<file path="config.mk">
export PLATFORM = sky130hd
export DESIGN_NAME = amba_apb_bridge
export DESIGN_NICKNAME = d
export VERILOG_FILES = /design/src/rtl/amba_apb_bridge.sv
export SDC_FILE = /design/constraint.sdc
export NUM_CORES = 1
export LEC_CHECK = 0
export ABC_AREA = 0
export BUFFER_PORTS_ARGS = -buffer_cell sky130_fd_sc_hd__buf_2
export CAP_MARGIN = 5
export CORE_ASPECT_RATIO = 1.5
export CORE_UTILIZATION = 41
export DETAILED_ROUTE_END_ITERATION = 12
export GPL_TIMING_DRIVEN = 1
export PLACE_DENSITY = 0.94
export SYNTH_ARGS = -nofsm -noshare
export SYNTH_HDL_FRONTEND = slang
export SYNTH_SLANG_ARGS = --single-unit
</file>
<file path="constraint.sdc">
create_clock -name clk -period 4.17 [get_ports clk]
set_input_delay 0.834 -clock clk [delete_from_list [all_inputs] [get_ports clk]]
set_output_delay 0.834 -clock clk [all_outputs]
set_load 0.02 [all_outputs]
</file>
<file path="src/rtl/amba_apb_bridge.sv">
// APB slave to byte-wide peripheral register bridge.
// One APB transfer becomes one write or read strobe held until the peripheral acks.
module amba_apb_bridge (
  input  logic        clk,
  input  logic        rst,
  input  logic [31:0] addr,
  input  logic        pwrite,
  input  logic        psel,
  input  logic        pen,
  input  logic [31:0] pwdata,
  output logic [31:0] prdata,
  output logic        pready,
  output logic        bus2ip_clk,
  output logic [1:0]  bus2ip_addr,
  output logic [8:0]  bus2ip_data,
  output logic        bus2ip_wr,
  output logic        bus2ip_rd,
  input  logic [7:0]  ip2bus_data,
  input  logic        ip2bus_rdack,
  input  logic        ip2bus_wrack
);

  localparam int unsigned APB_W   = 32;
  localparam int unsigned ADDR_W  = 2;
  localparam int unsigned WDATA_W = 9;
  localparam int unsigned RDATA_W = 8;
  localparam int unsigned PAD_W   = APB_W - RDATA_W;

  typedef enum logic {
    IDLE   = 1'b0,
    ACCESS = 1'b1
  } state_t;

  state_t             state_q;
  state_t             state_d;
  logic               dir_q;
  logic [ADDR_W-1:0]  addr_q;
  logic [WDATA_W-1:0] wdata_q;
  logic [APB_W-1:0]   prdata_q;

  logic               in_access_c;
  logic               ack_c;
  logic               pready_c;
  logic               setup_c;
  logic               rd_done_c;
  logic [APB_W-1:0]   rd_word_c;

  // Only the register offset and the 9-bit write payload are meaningful.
  logic unused_apb_bits;
  assign unused_apb_bits = ^{addr[APB_W-1:ADDR_W], pwdata[APB_W-1:WDATA_W]};

  assign bus2ip_clk = clk;

  // Transfer qualifiers shared by the FSM and the datapath.
  always_comb begin
    in_access_c = (state_q == ACCESS);
    ack_c       = dir_q ? ip2bus_wrack : ip2bus_rdack;
    pready_c    = in_access_c & psel & pen & ack_c;
    setup_c     = (state_q == IDLE) & psel;
    rd_done_c   = pready_c & ~dir_q;
    rd_word_c   = {{PAD_W{1'b0}}, ip2bus_data};
  end

  // State register.
  always_ff @(posedge clk or negedge rst) begin
    if (!rst) begin
      state_q <= IDLE;
    end else begin
      state_q <= state_d;
    end
  end

  // Next-state logic; a dropped psel in ACCESS is a master abort.
  always_comb begin
    state_d = state_q;
    unique case (state_q)
      IDLE: begin
        if (psel) begin
          state_d = ACCESS;
        end
      end
      ACCESS: begin
        if (pready_c || !psel) begin
          state_d = IDLE;
        end
      end
      default: state_d = IDLE;
    endcase
  end

  // Outputs; strobes decode only registered state so they cannot glitch.
  always_comb begin
    bus2ip_wr   = 1'b0;
    bus2ip_rd   = 1'b0;
    pready      = 1'b0;
    prdata      = prdata_q;
    bus2ip_addr = addr_q;
    bus2ip_data = wdata_q;
    if (in_access_c) begin
      bus2ip_wr = dir_q;
      bus2ip_rd = ~dir_q;
      pready    = pready_c;
    end
    if (rd_done_c) begin
      prdata = rd_word_c;
    end
  end

  // Request capture, only from IDLE so APB changes during ACCESS are ignored.
  always_ff @(posedge clk or negedge rst) begin
    if (!rst) begin
      addr_q  <= '0;
      wdata_q <= '0;
      dir_q   <= 1'b0;
    end else if (setup_c) begin
      addr_q  <= addr[ADDR_W-1:0];
      wdata_q <= pwdata[WDATA_W-1:0];
      dir_q   <= pwrite;
    end
  end

  // Last completed read value, held across idle and aborted transfers.
  always_ff @(posedge clk or negedge rst) begin
    if (!rst) begin
      prdata_q <= '0;
    end else if (rd_done_c) begin
      prdata_q <= rd_word_c;
    end
  end

endmodule

</file>
### After elaboration in Yosys (flattened, before gate mapping)

Index checks and enable logic that the tools add are counted.

* add/sub/neg operators: 0
* multipliers: 0
* div/mod/pow operators: 0
* magnitude comparators: 0
* eq/ne operators: 0
* shift-type cells: 0
* muxes and demuxes: 8
* bitwise operators: 7
* reductions and logical operators: 2

Operators with widths (number)
* $mux W32: 1
* $mux W1: 6
* $and A1 B1 Y1: 5
* $not A1 Y1: 2
* $pmux W1 S2: 1
* $logic_not A1 Y1: 1
* $logic_or A1 B1 Y1: 1

* flip-flop bits (word level): 45
* latch bits: 0
* RAM bits: 0
* bits in read-only memories: 0
* input port bits: 79
* output and inout bits: 47
* logic and storage cells: 22
* memories kept: 0

### Longest topological paths before layout

Gate-level depths: netlist (run 1).

* depth in word-level cells: 6
* depth in mapped cells: 4
* gate-level depth less buffers: 3

==> metrics.md, run 1 <==
| Metric | Value |
|---|---|
| Flops & latches, synth | 45 |
| Final-report hold violation count | 0 |
| Slowest stage cell on the critical path | buf_2 |
| Area of the placeable core | 3680 sq um |
| Result of the run | finished clean |
| Mapped cell area | 1600 sq um |
| CTS-repair resized insts | 0 |
| Share of the core filled with cells in the final layout | 57.5% |
| Routed wire length | 3.01 mm |
| Worst setup SP type | clock port |
| Sum of overflow across all layers after global routing | 0 |
| Global-route wire length before repair | 4.71 mm |
| FP Rows | 27 |
| Data arrival at the endpoint of the critical path | 2.47 ns |
| Antenna Nets Post-Route | 0 |
| Number of nets in the finished design | 260 |
| Cell variety after synth | 12 |
| Category of the most critical setup path | clk -> out |
| Clk slew on worst S/H paths | 0.09 ns |
| Area overhead of the layout relative to synthesis | 32.6% |
| Post-Synthesis Cells | 103 |
| Number of remaining DRC errors | 0 |
| Crit path cell chain | clkbuf_8 -> clkbuf_8 -> buf_2 |
| Total number of vias | 1047 |
| Effective utilization at floorplan | 43.4% |
| Number of antenna violations at the first check in global routing | 0 |
| Largest net degree at the start of global routing | 46 |
| Slew at the pin with the worst max-slew slack | 0.948 ns |
| IO buf count | 72 |
| Buffer count from post-CTS setup fixing | 0 |
| Global routing usage summed across all routing layers | 17.1% |
| Peak supply drop | 0.430 mV |
| Top fanout value on the critical path | 2 |
| Post-layout instance area | 2120 sq um |
| Worst min-delay path category | reg -> reg |
| HPWL Detailed | 2.15 mm |
| Placed Instance Area | 1980 sq um |
| Synthesized Nets | 182 |
| Number of search-and-repair iterations in the first detailed-routing pass | 3 |
| Clock Skews | 0.00933 ns |
| Insertion delay of the later-clocked pin in the worst-skew pair | 0.40 ns |
| Number of slew-limit violations in the final report | 0 |
| Mean Syn Cell Area | 15.5 sq um |
| Worst slew margin relative to its limit | 36.7% |
| DIE HEIGHT | 78.4 um |
| Antenna diode count | 0 |
| Routability Congestion | 0.671 |
| Routed wire per std cell | 13.4 um |
| Die area | 4150 sq um |
| Clock tree from TritonCTS | built |
| Worst EP required | 3.34 ns |
| Delay of the slowest critical-path stage | 0.15 ns |
| Leakage power summed over all cells | 0.00118 uW |
| Hold Path Stages | 1 |
| Number of global-route vias before repair | 1058 |
| Count of cells along the worst register-to-register path | 2 |
| Number of setup violations in the final report | 0 |
| RSZ-0062 raised after global routing | false |
| Die W | 53.0 um |
| Max-cap viol count | 0 |
| Ports placed on the boundary | 126 |
| Power Density | 496 nW/um^2 |
| Share of cells above drive strength 1 | 58.2% |
| Most used cell, CP | clkbuf_8 |
| Hold bufs inserted after CTS | 0 |
| Final setup TNS | 0 ns |
| Detailed Route Iter0 Violations | 14 |
| CP Capture Type | output pin |
| Vias per std cell | 4.65 |
| Synth warnings | 0 |
| Sequential share of the synthesized area | 70.5% |
-- cell families (layout without fill, tap and decap cells) --
logic type / count (synthesis) / count (layout) / share of synthesized area (%)
DFF: 45 / 45 / 70.5
and+or+nand+nor: 32 / 32 / 12.8
muxes: 20 / 20 / 14.1
AOI/OAI and AO/OA: 1 / 1 / 0.313
buffers and inverters: 5 / 84 / 2.27
-- synthesized netlist by cell type --
cell type	count	area, sq um
dfrtp_1	45	1130
nor2b_1	27	169
mux2_2	20	225
buf_2	2	10.0
buf_4	2	15.0
a21oi_1	1	5.00
and2_1	1	6.26
buf_6	1	11.3
nand2_1	1	3.75
nand2b_2	1	8.76
nand3_1	1	5.00
nor2_4	1	11.3
-- critical path, delay by kind of cell --
kind     cells  cell delay, ns
buf+inv      3            0.38
-- layout make-up --
type / count / area [sq um]
fillers: 332 / 1570
multi-input cells: 53 / 434
clock inverters: 3 / 25.0
well taps: 43 / 53.8
flip-flops and latches: 45 / 1130
repair buffers: 72 / 363
clock buffers: 9 / 115
-- cells in the final DEF, fill, tap and decap left out --
cell         n
mux2_2      20
clkbuf_8     8
nor2_4       1
nand3_1      1
clkinvlp_4   1
dfrtp_1     45
nand2b_2     1
and2_1       1
buf_4        1
buf_2       72
a21oi_1      1
nor2b_1     27
inv_6        2
nand2_1      1
-- registers in the layout, summed over array words and instances (netlist names) --
signal,cells
prdata_q,32
in_access_c,1
bus2ip_addr,2
dir_q,1
bus2ip_data,9
-- per-layer routing --
metal  GRT usage (%)  up-vias  wire (um)
met3            7.75       10        228
met2            28.4       56       1580
met5               0        -          0
met4            13.7        0        109
li1                -      485          -
met1            14.8      496       1090
-- path summary, 6_finish.rpt --
| check | start | endpoint | slack (ns) |
|---|---|---|---|
| max reg2reg | in_access_c$_DFF_PN0_ | bus2ip_data[7]$_DFFE_PN0P_ | 2.50 |
| max | clk | bus2ip_clk | 0.87 |
| max in group asynchronous | rst | bus2ip_addr[1]$_DFFE_PN0P_ | 3.00 |
| min in group asynchronous | rst | bus2ip_data[0]$_DFFE_PN0P_ | 0.57 |
| min reg2reg | prdata_q[7]$_DFF_PN0_ | prdata_q[7]$_DFF_PN0_ | 0.50 |
| min | prdata_q[7]$_DFF_PN0_ | prdata_q[7]$_DFF_PN0_ | 0.50 |
-- where the power goes --
group / total (uW) / switching, uW / internal (uW) / leakage, uW
Sequential: 494 / 16.0 / 478 / 0.000586
Clock: 374 / 184 / 190 / 0.0000707
Combinational: 181 / 107 / 73.9 / 0.000520
Total: 1050 / 307 / 742 / 0.00118
-- through the flow --
stage | total power (uW) | std cells | setup slack [ns] | hold slack [ns]
2_1_floorplan | 642 | 103 | 1.12 | 0.532
3_3_place_gp | 699 | 214 | 1.12 | 0.477
3_5_place_dp | 709 | 214 | 1.12 | 0.484
4_1_cts | 1070 | 225 | 0.862 | 0.506
5_1_grt | 1100 | 225 | 0.862 | 0.518
6_report | 1050 | 225 | 0.869 | 0.505
(Power assumes the default switching activity.)
==> run 2: changes to the inputs <==
--- a/config.mk
+++ b/config.mk
@@ -9,10 +9,10 @@
 export BUFFER_PORTS_ARGS = -buffer_cell sky130_fd_sc_hd__buf_2
 export CAP_MARGIN = 5
 export CORE_ASPECT_RATIO = 1.5
-export CORE_UTILIZATION = 41
+export CORE_UTILIZATION = 38
 export DETAILED_ROUTE_END_ITERATION = 12
 export GPL_TIMING_DRIVEN = 1
-export PLACE_DENSITY = 0.94
+export PLACE_DENSITY = 0.89
 export SYNTH_ARGS = -nofsm -noshare
 export SYNTH_HDL_FRONTEND = slang
 export SYNTH_SLANG_ARGS = --single-unit
==> constraint.sdc (replaced) <==
create_clock -name clk -period 3.12 [get_ports clk]
set_input_delay 0.624 -clock clk [delete_from_list [all_inputs] [get_ports clk]]
set_output_delay 0.624 -clock clk [all_outputs]
set_load 0.02 [all_outputs]
==> run 2 against run 1 <==
- sequential power is 34% higher
- via count is 0.19% higher
- sequential share of layout area is 0.28 points lower
- largest cell class unchanged
==> metrics.md, run 2 (synthesis gave the netlist of run 1 again) <==
| Metric | Value |
|---|---|
| Result of the run | finished clean |
| Routed wire length | 2.94 mm (-2.3%) |
| Clock tree from TritonCTS | built |
| Category of the most critical setup path | reg -> out |
| Power Density | 646 nW/um^2 (+30%) |
| Power consumption | 1370 uW (+31%) |
| Data arrival at the endpoint of the critical path | 2.00 ns (-0.47 ns) |
| Slowest stage cell on the critical path | dfrtp_1 |
| Detailed Route Iter0 Violations | 5 (-9) |
| Worst path bufs/invs | 1 (-2) |
| Worst slew margin relative to its limit | 36.2% (-0.46 points) |
| Area of the placeable core | 3990 sq um (+8.5%) |
| CP Capture Type | output pin |
| CTS-repair resized insts | 0 (unchanged) |
| FP Rows | 28 (+3.7%) |
| Cell type group with the largest total delay on the critical path | simple AND/OR/NAND/NOR gates |
| Ratio of final minimum period to clock period | 84.2% |
| Routability Congestion | 0.646 (-3.7%) |
| Number of search-and-repair iterations in the first detailed-routing pass | 2 (-1) |
| Hold bufs inserted after CTS | 0 (unchanged) |
| Top fanout value on the critical path | 19 (+17) |
| CP Launch Point | dir_q$_DFFE_PN0P_ |
| Share of cells above drive strength 1 | 58.2% (-0.090 points) |
| RSZ-0062 raised after global routing | false |
| Effective utilization at floorplan | 40.0% (-3.4 points) |
| Worst setup SP type | register |
| Number of cells after detailed placement | 218 (+1.9%) |
| Die W | 54.9 um (+3.7%) |
| Worst EP required | 2.50 ns (-0.84 ns) |
| Delay of the slowest critical-path stage | 0.41 ns (+0.26 ns) |
| Number of setup violations in the final report | 0 (unchanged) |
| Leakage power summed over all cells | 0.00118 uW (+0.24%) |
| Clock Skews | 0.00850 ns (-0.000823 ns) |
| Antenna diode count | 0 (unchanged) |
| Final setup TNS | 0 ns (unchanged) |
| Int Power | 987 uW (+33%) |
| Total number of vias | 1049 (+0.19%) |
| HPWL Detailed | 2.16 mm (+0.54%) |
| Number of remaining DRC errors | 0 (unchanged) |
| Sum of overflow across all layers after global routing | 0 (unchanged) |
| Highest Clock Rate | 381 MHz |
| Fillcell total | 358 (+7.8%) |
| Non-filler cells in the finished layout | 229 (+1.8%) |
| Worst flop-to-flop path startpoint | dir_q$_DFFE_PN0P_ |
| DIE HEIGHT | 81.4 um (+3.8%) |
| Number of nets in the finished design | 262 (+0.77%) |
| Buffer count from post-CTS setup fixing | 0 (unchanged) |
| Crit path cell chain | nand2b_2 -> nor2_4 -> mux2_2 -> buf_2 |
| Sequential cell fraction of total power | 48.0% (+0.9 points) |
| Setup crit end | prdata[4] |
| Antenna Nets Post-Route | 0 (unchanged) |
| Number of slew-limit violations in the final report | 0 (unchanged) |
| Commonest non-fill, non-tap cells in the layout | 72 x buf_2, 45 x dfrtp_1, 27 x nor2b_1, 20 x mux2_2, 8 x clkbuf_8 |
| Switching share of power | 28.2% (-1.1 points) |
| Worst min-delay path category | in -> async |
| Net switching component of the power | 388 uW (+26%) |
| Largest net degree at the start of global routing | 46 (unchanged) |
| Area overhead of the layout relative to synthesis | 33.3% |
| Global-route wire length before repair | 4.08 mm (-13%) |
| Die area | 4470 sq um (+7.6%) |
| Slew at the pin with the worst max-slew slack | 0.957 ns (+0.00889 ns) |
| Global routing usage summed across all routing layers | 13.4% (-3.7 points) |
| IO buf count | 72 (unchanged) |
| Register bank with the most flops | prdata_q |
| Clk slew on worst S/H paths | 0.09 ns (about the same) |
| Number of antenna violations at the first check in global routing | 0 (unchanged) |
| Insertion delay of the later-clocked pin in the worst-skew pair | 0.40 ns (about the same) |
| Routed wire per std cell | 12.8 um (-4.0%) |
| Final-report hold violation count | 0 (unchanged) |
| Capture instance of the worst register-to-register path | prdata_q[4]$_DFF_PN0_ |
| Flop-to-flop setup slack | 1.56 ns (-0.94 ns) |
| Vias per std cell | 4.58 (-1.6%) |
| Count of cells along the worst register-to-register path | 3 (+1) |
| Minimum clock period | 2.63 ns |
| Worst path depth | 4 (+1) |
| Number of global-route vias before repair | 1010 (-4.5%) |
| Combinational Power Share | 17.6% (+0.3 points) |
| Commonest non-fill, non-tap cell in the layout | buf_2 |
| Ports placed on the boundary | 126 (unchanged) |
| Number of flip-flops in the largest register | 32 (unchanged) |
| Max-cap viol count | 0 (unchanged) |
| Peak supply drop | 0.478 mV (+11%) |
| Clock network fraction of total power | 34.4% (-1.2 points) |
run 2: cell count changes in the layout (fill, tap and decap cells not counted):
| cell | before | now |
|---|---|---|
| inv_6 | 2 | 0 |
| clkinvlp_4 | 1 | 2 |
| buf_4 | 1 | 3 |
| clkbuf_1 | 0 | 1 |
run 2: worst min path at each step:
stage | cells after the start | endpoint | slack [ns]
floorplan | 0 | bus2ip_addr[0]$_DFFE_PN0P_ | 0.33
global placement | 1 | prdata_q[7]$_DFF_PN0_ | 0.48
detailed placement | 1 | prdata_q[3]$_DFF_PN0_ | 0.48
CTS | 1 | prdata_q[7]$_DFF_PN0_ | 0.40
global route | 1 | bus2ip_data[5]$_DFFE_PN0P_ | 0.45
finish | 1 | prdata_q[1]$_DFF_PN0_ | 0.38
run 2: per-stage QoR:
stage	utilization, %	cell area, sq um	hold slack [ns]	worst slack (ns)
after global placement	50.1	2000	0.476	0.672
after floorplan	-	1600	0.328	0.802
final	53.3	2130	0.379	0.492
after CTS	53.3	2130	0.404	0.459
after detailed placement	50.1	2000	0.484	0.657
after global routing	53.3	2130	0.447	0.375
run 2: layout make-up:
cell class                      count  area [sq um]  share of cell area [%]
Timing Repair Buffer               74           378                    17.8
Clock buffer                       10           119                    5.58
Tap cell                           45          56.3                    2.65
Clock inverter                      2          15.0                   0.705
Multi-Input combinational cell     53           434                    20.4
Sequential cell                    45          1130                    52.9
run 2: power groups by stage:
| stage | sequential [uW] | clock (uW) | combinational [uW] |
|---|---|---|---|
| after floorplan | 696 | 37.4 | 124 |
| after global placement | 667 | 29.9 | 240 |
| after detailed placement | 672 | 29.9 | 246 |
| after CTS | 660 | 492 | 246 |
| after global routing | 669 | 518 | 265 |
| final | 660 | 473 | 242 |
run 2: layer usage:
layer | vias up | GRT usage (%) | wire, um
met4 | 0 | 8.25 | 53
met1 | 503 | 12.3 | 1120
met2 | 49 | 23.4 | 1580
li1 | 490 | - | -
met5 | - | 0 | 0
met3 | 7 | 5.24 | 182
==> run 3: changes to the inputs <==
==> constraint.sdc (replaced) <==
create_clock -name clk -period 2.51 [get_ports clk]
set_input_delay 0.502 -clock clk [delete_from_list [all_inputs] [get_ports clk]]
set_output_delay 0.502 -clock clk [all_outputs]
set_load 0.02 [all_outputs]
==> run 3 against run 2 <==
- clock power is 45% higher
- critical endpoint unchanged
- register-to-register slack lost 0.54 ns
- power rose by 32%
- die area stayed put
- global-route usage up 0.45 points
==> metrics.md, run 3 (synthesis gave the netlist of run 1 again) <==
| Metric | Value |
|---|---|
| Result of the run | finished clean |
| Highest Clock Rate | 434 MHz |
| Number of search-and-repair iterations in the first detailed-routing pass | 4 (+2) |
| CTS-repair resized insts | 0 (unchanged) |
| Antenna diode count | 0 (unchanged) |
| Number of slew-limit violations in the final report | 0 (unchanged) |
| Worst setup SP type | register |
| Commonest non-fill, non-tap cell in the layout | buf_2 |
| Worst min-delay path category | in -> async |
| Antenna Nets Post-Route | 0 (unchanged) |
| Ports placed on the boundary | 126 (unchanged) |
| Register bank with the most flops | prdata_q |
| DIE HEIGHT | 81.4 um (unchanged) |
| HPWL Detailed | 2.08 mm (-4.0%) |
| Number of nets in the finished design | 265 (+1.1%) |
| Final-report hold violation count | 0 (unchanged) |
| Clock Skews | 0.00652 ns (-0.00198 ns) |
| Number of remaining DRC errors | 0 (unchanged) |
| Power consumption | 1810 uW (+32%) |
| Data arrival at the endpoint of the critical path | 1.80 ns (-0.20 ns) |
| Leakage power summed over all cells | 0.00122 uW (+3.1%) |
| Top fanout value on the critical path | 14 (-5) |
| Worst slew margin relative to its limit | 35.9% (-0.29 points) |
| Global routing usage summed across all routing layers | 13.8% (+0.45 points) |
| Hold bufs inserted after CTS | 0 (unchanged) |
| Max-cap viol count | 0 (unchanged) |
| Number of setup violations in the final report | 0 (unchanged) |
| Area overhead of the layout relative to synthesis | 37.0% |
| Routed wire length | 2.93 mm (-0.51%) |
| Minimum clock period | 2.30 ns |
| Die W | 54.9 um (unchanged) |
| Share of cells above drive strength 1 | 58.8% (+0.67 points) |
| Sum of overflow across all layers after global routing | 0 (unchanged) |
| Number of antenna violations at the first check in global routing | 0 (unchanged) |
| Routability Congestion | 0.627 (-3.0%) |
| Clk slew on worst S/H paths | 0.08 ns (about the same) |
| Effective utilization at floorplan | 40.0% (unchanged) |
| Clock tree from TritonCTS | built |
| Routed wire per std cell | 12.6 um (-1.8%) |
| Number of global-route vias before repair | 1003 (-0.69%) |
| Largest net degree at the start of global routing | 46 (unchanged) |
| FP Rows | 28 (unchanged) |
| Peak supply drop | 0.673 mV (+41%) |
| Flop-to-flop setup slack | 1.02 ns (-0.54 ns) |
| Vias per std cell | 4.55 (-0.73%) |
| Commonest non-fill, non-tap cells in the layout | 72 x buf_2, 45 x dfrtp_1, 27 x nor2b_1, 20 x mux2_2, 8 x clkbuf_8 |
| Number of flip-flops in the largest register | 32 (unchanged) |
| Worst Hold Slack | 0.256 ns (-0.123 ns) |
| Category of the most critical setup path | reg -> out |
| Final setup TNS | 0 ns (unchanged) |
| Insertion delay of the later-clocked pin in the worst-skew pair | 0.39 ns (about the same) |
| Worst EP required | 2.01 ns (-0.49 ns) |
| Global-route wire length before repair | 4.20 mm (+3.1%) |
| Area of the placeable core | 3990 sq um (unchanged) |
| Slew at the pin with the worst max-slew slack | 0.961 ns (+0.00428 ns) |
| Total number of vias | 1055 (+0.57%) |
| CP Capture Type | output pin |
| IO buf count | 72 (unchanged) |
| Detailed Route Iter0 Violations | 9 (+4) |
| Die area | 4470 sq um (unchanged) |
| Ratio of final minimum period to clock period | 91.8% |
| Power Density | 827 nW/um^2 (+28%) |
| RSZ-0062 raised after global routing | false |
run 3: changes by cell type in the layout (fill, tap and decap cells not counted), sizes merged:
| cell | change |
|---|---|
| clkinv | +1 |
| clkinvlp | -2 |
| bufinv | +1 |
| buf | +3 |
run 3: layer usage:
metal / vias to the layer above / GRT usage [%] / routed length [um]
li1: 498 / - / -
met1: 504 / 14.0 / 1160
met2: 49 / 22.8 / 1560
met3: 4 / 5.81 / 179
met4: 0 / 8.25 / 25
met5: - / 0 / 0
run 3: worst max-delay path: stages, from the launching register on:
cell,delay [ns]
dfrtp_1,0.41
nand2b_2,0.21
nor2_4,0.13
buf_12,0.14
mux2_2,0.35
buf_2,0.17
run 3: layout make-up:
cell class,instances,area (sq um)
fill,356,1810
clock inverter,2,38.8
timing repair buffer,77,413
clock buffer,10,119
tap,45,56.3
sequential,45,1130
multi-input combinational,53,434
run 3: path summary, 6_finish.rpt:
check,start,cells after the start,endpoint
min in group clk,pwdata[1],2,bus2ip_data[1]$_DFFE_PN0P_
max in group asynchronous,rst,1,prdata_q[17]$_DFF_PN0_
worst min-delay path,rst,1,prdata_q[5]$_DFF_PN0_
worst max-delay path,dir_q$_DFFE_PN0P_,5,prdata[4]
worst max register to register,in_access_c$_DFF_PN0_,3,dir_q$_DFFE_PN0P_
worst min register to register,prdata_q[3]$_DFF_PN0_,1,prdata_q[3]$_DFF_PN0_
run 3: report_power, final:
group / internal [uW] / switching [uW] / total [uW]
Sequential: 795 / 24.9 / 820
Clock: 411 / 274 / 684
Combinational: 126 / 178 / 304
Total: 1330 / 476 / 1810
run 3: stage by stage:
| step | cell area (sq um) | util (%) | setup WS (ns) | std cells |
|---|---|---|---|---|
| floorplan | 1600 | - | 0.619 | 103 |
| global placement | 2000 | 50.1 | 0.323 | 218 |
| detailed placement | 2000 | 50.1 | 0.316 | 218 |
| CTS | 2150 | 53.9 | 0.00596 | 229 |
| global route | 2190 | 54.8 | 0.121 | 232 |
| finish | 2190 | 54.8 | 0.206 | 232 |
run 3: repair_timing:
action                                  4_1_cts  5_1_grt
endpoints found under the setup margin        8        8
pin swaps                                     1        1
buffers inserted                              0        3
endpoints found under the hold margin         0        0
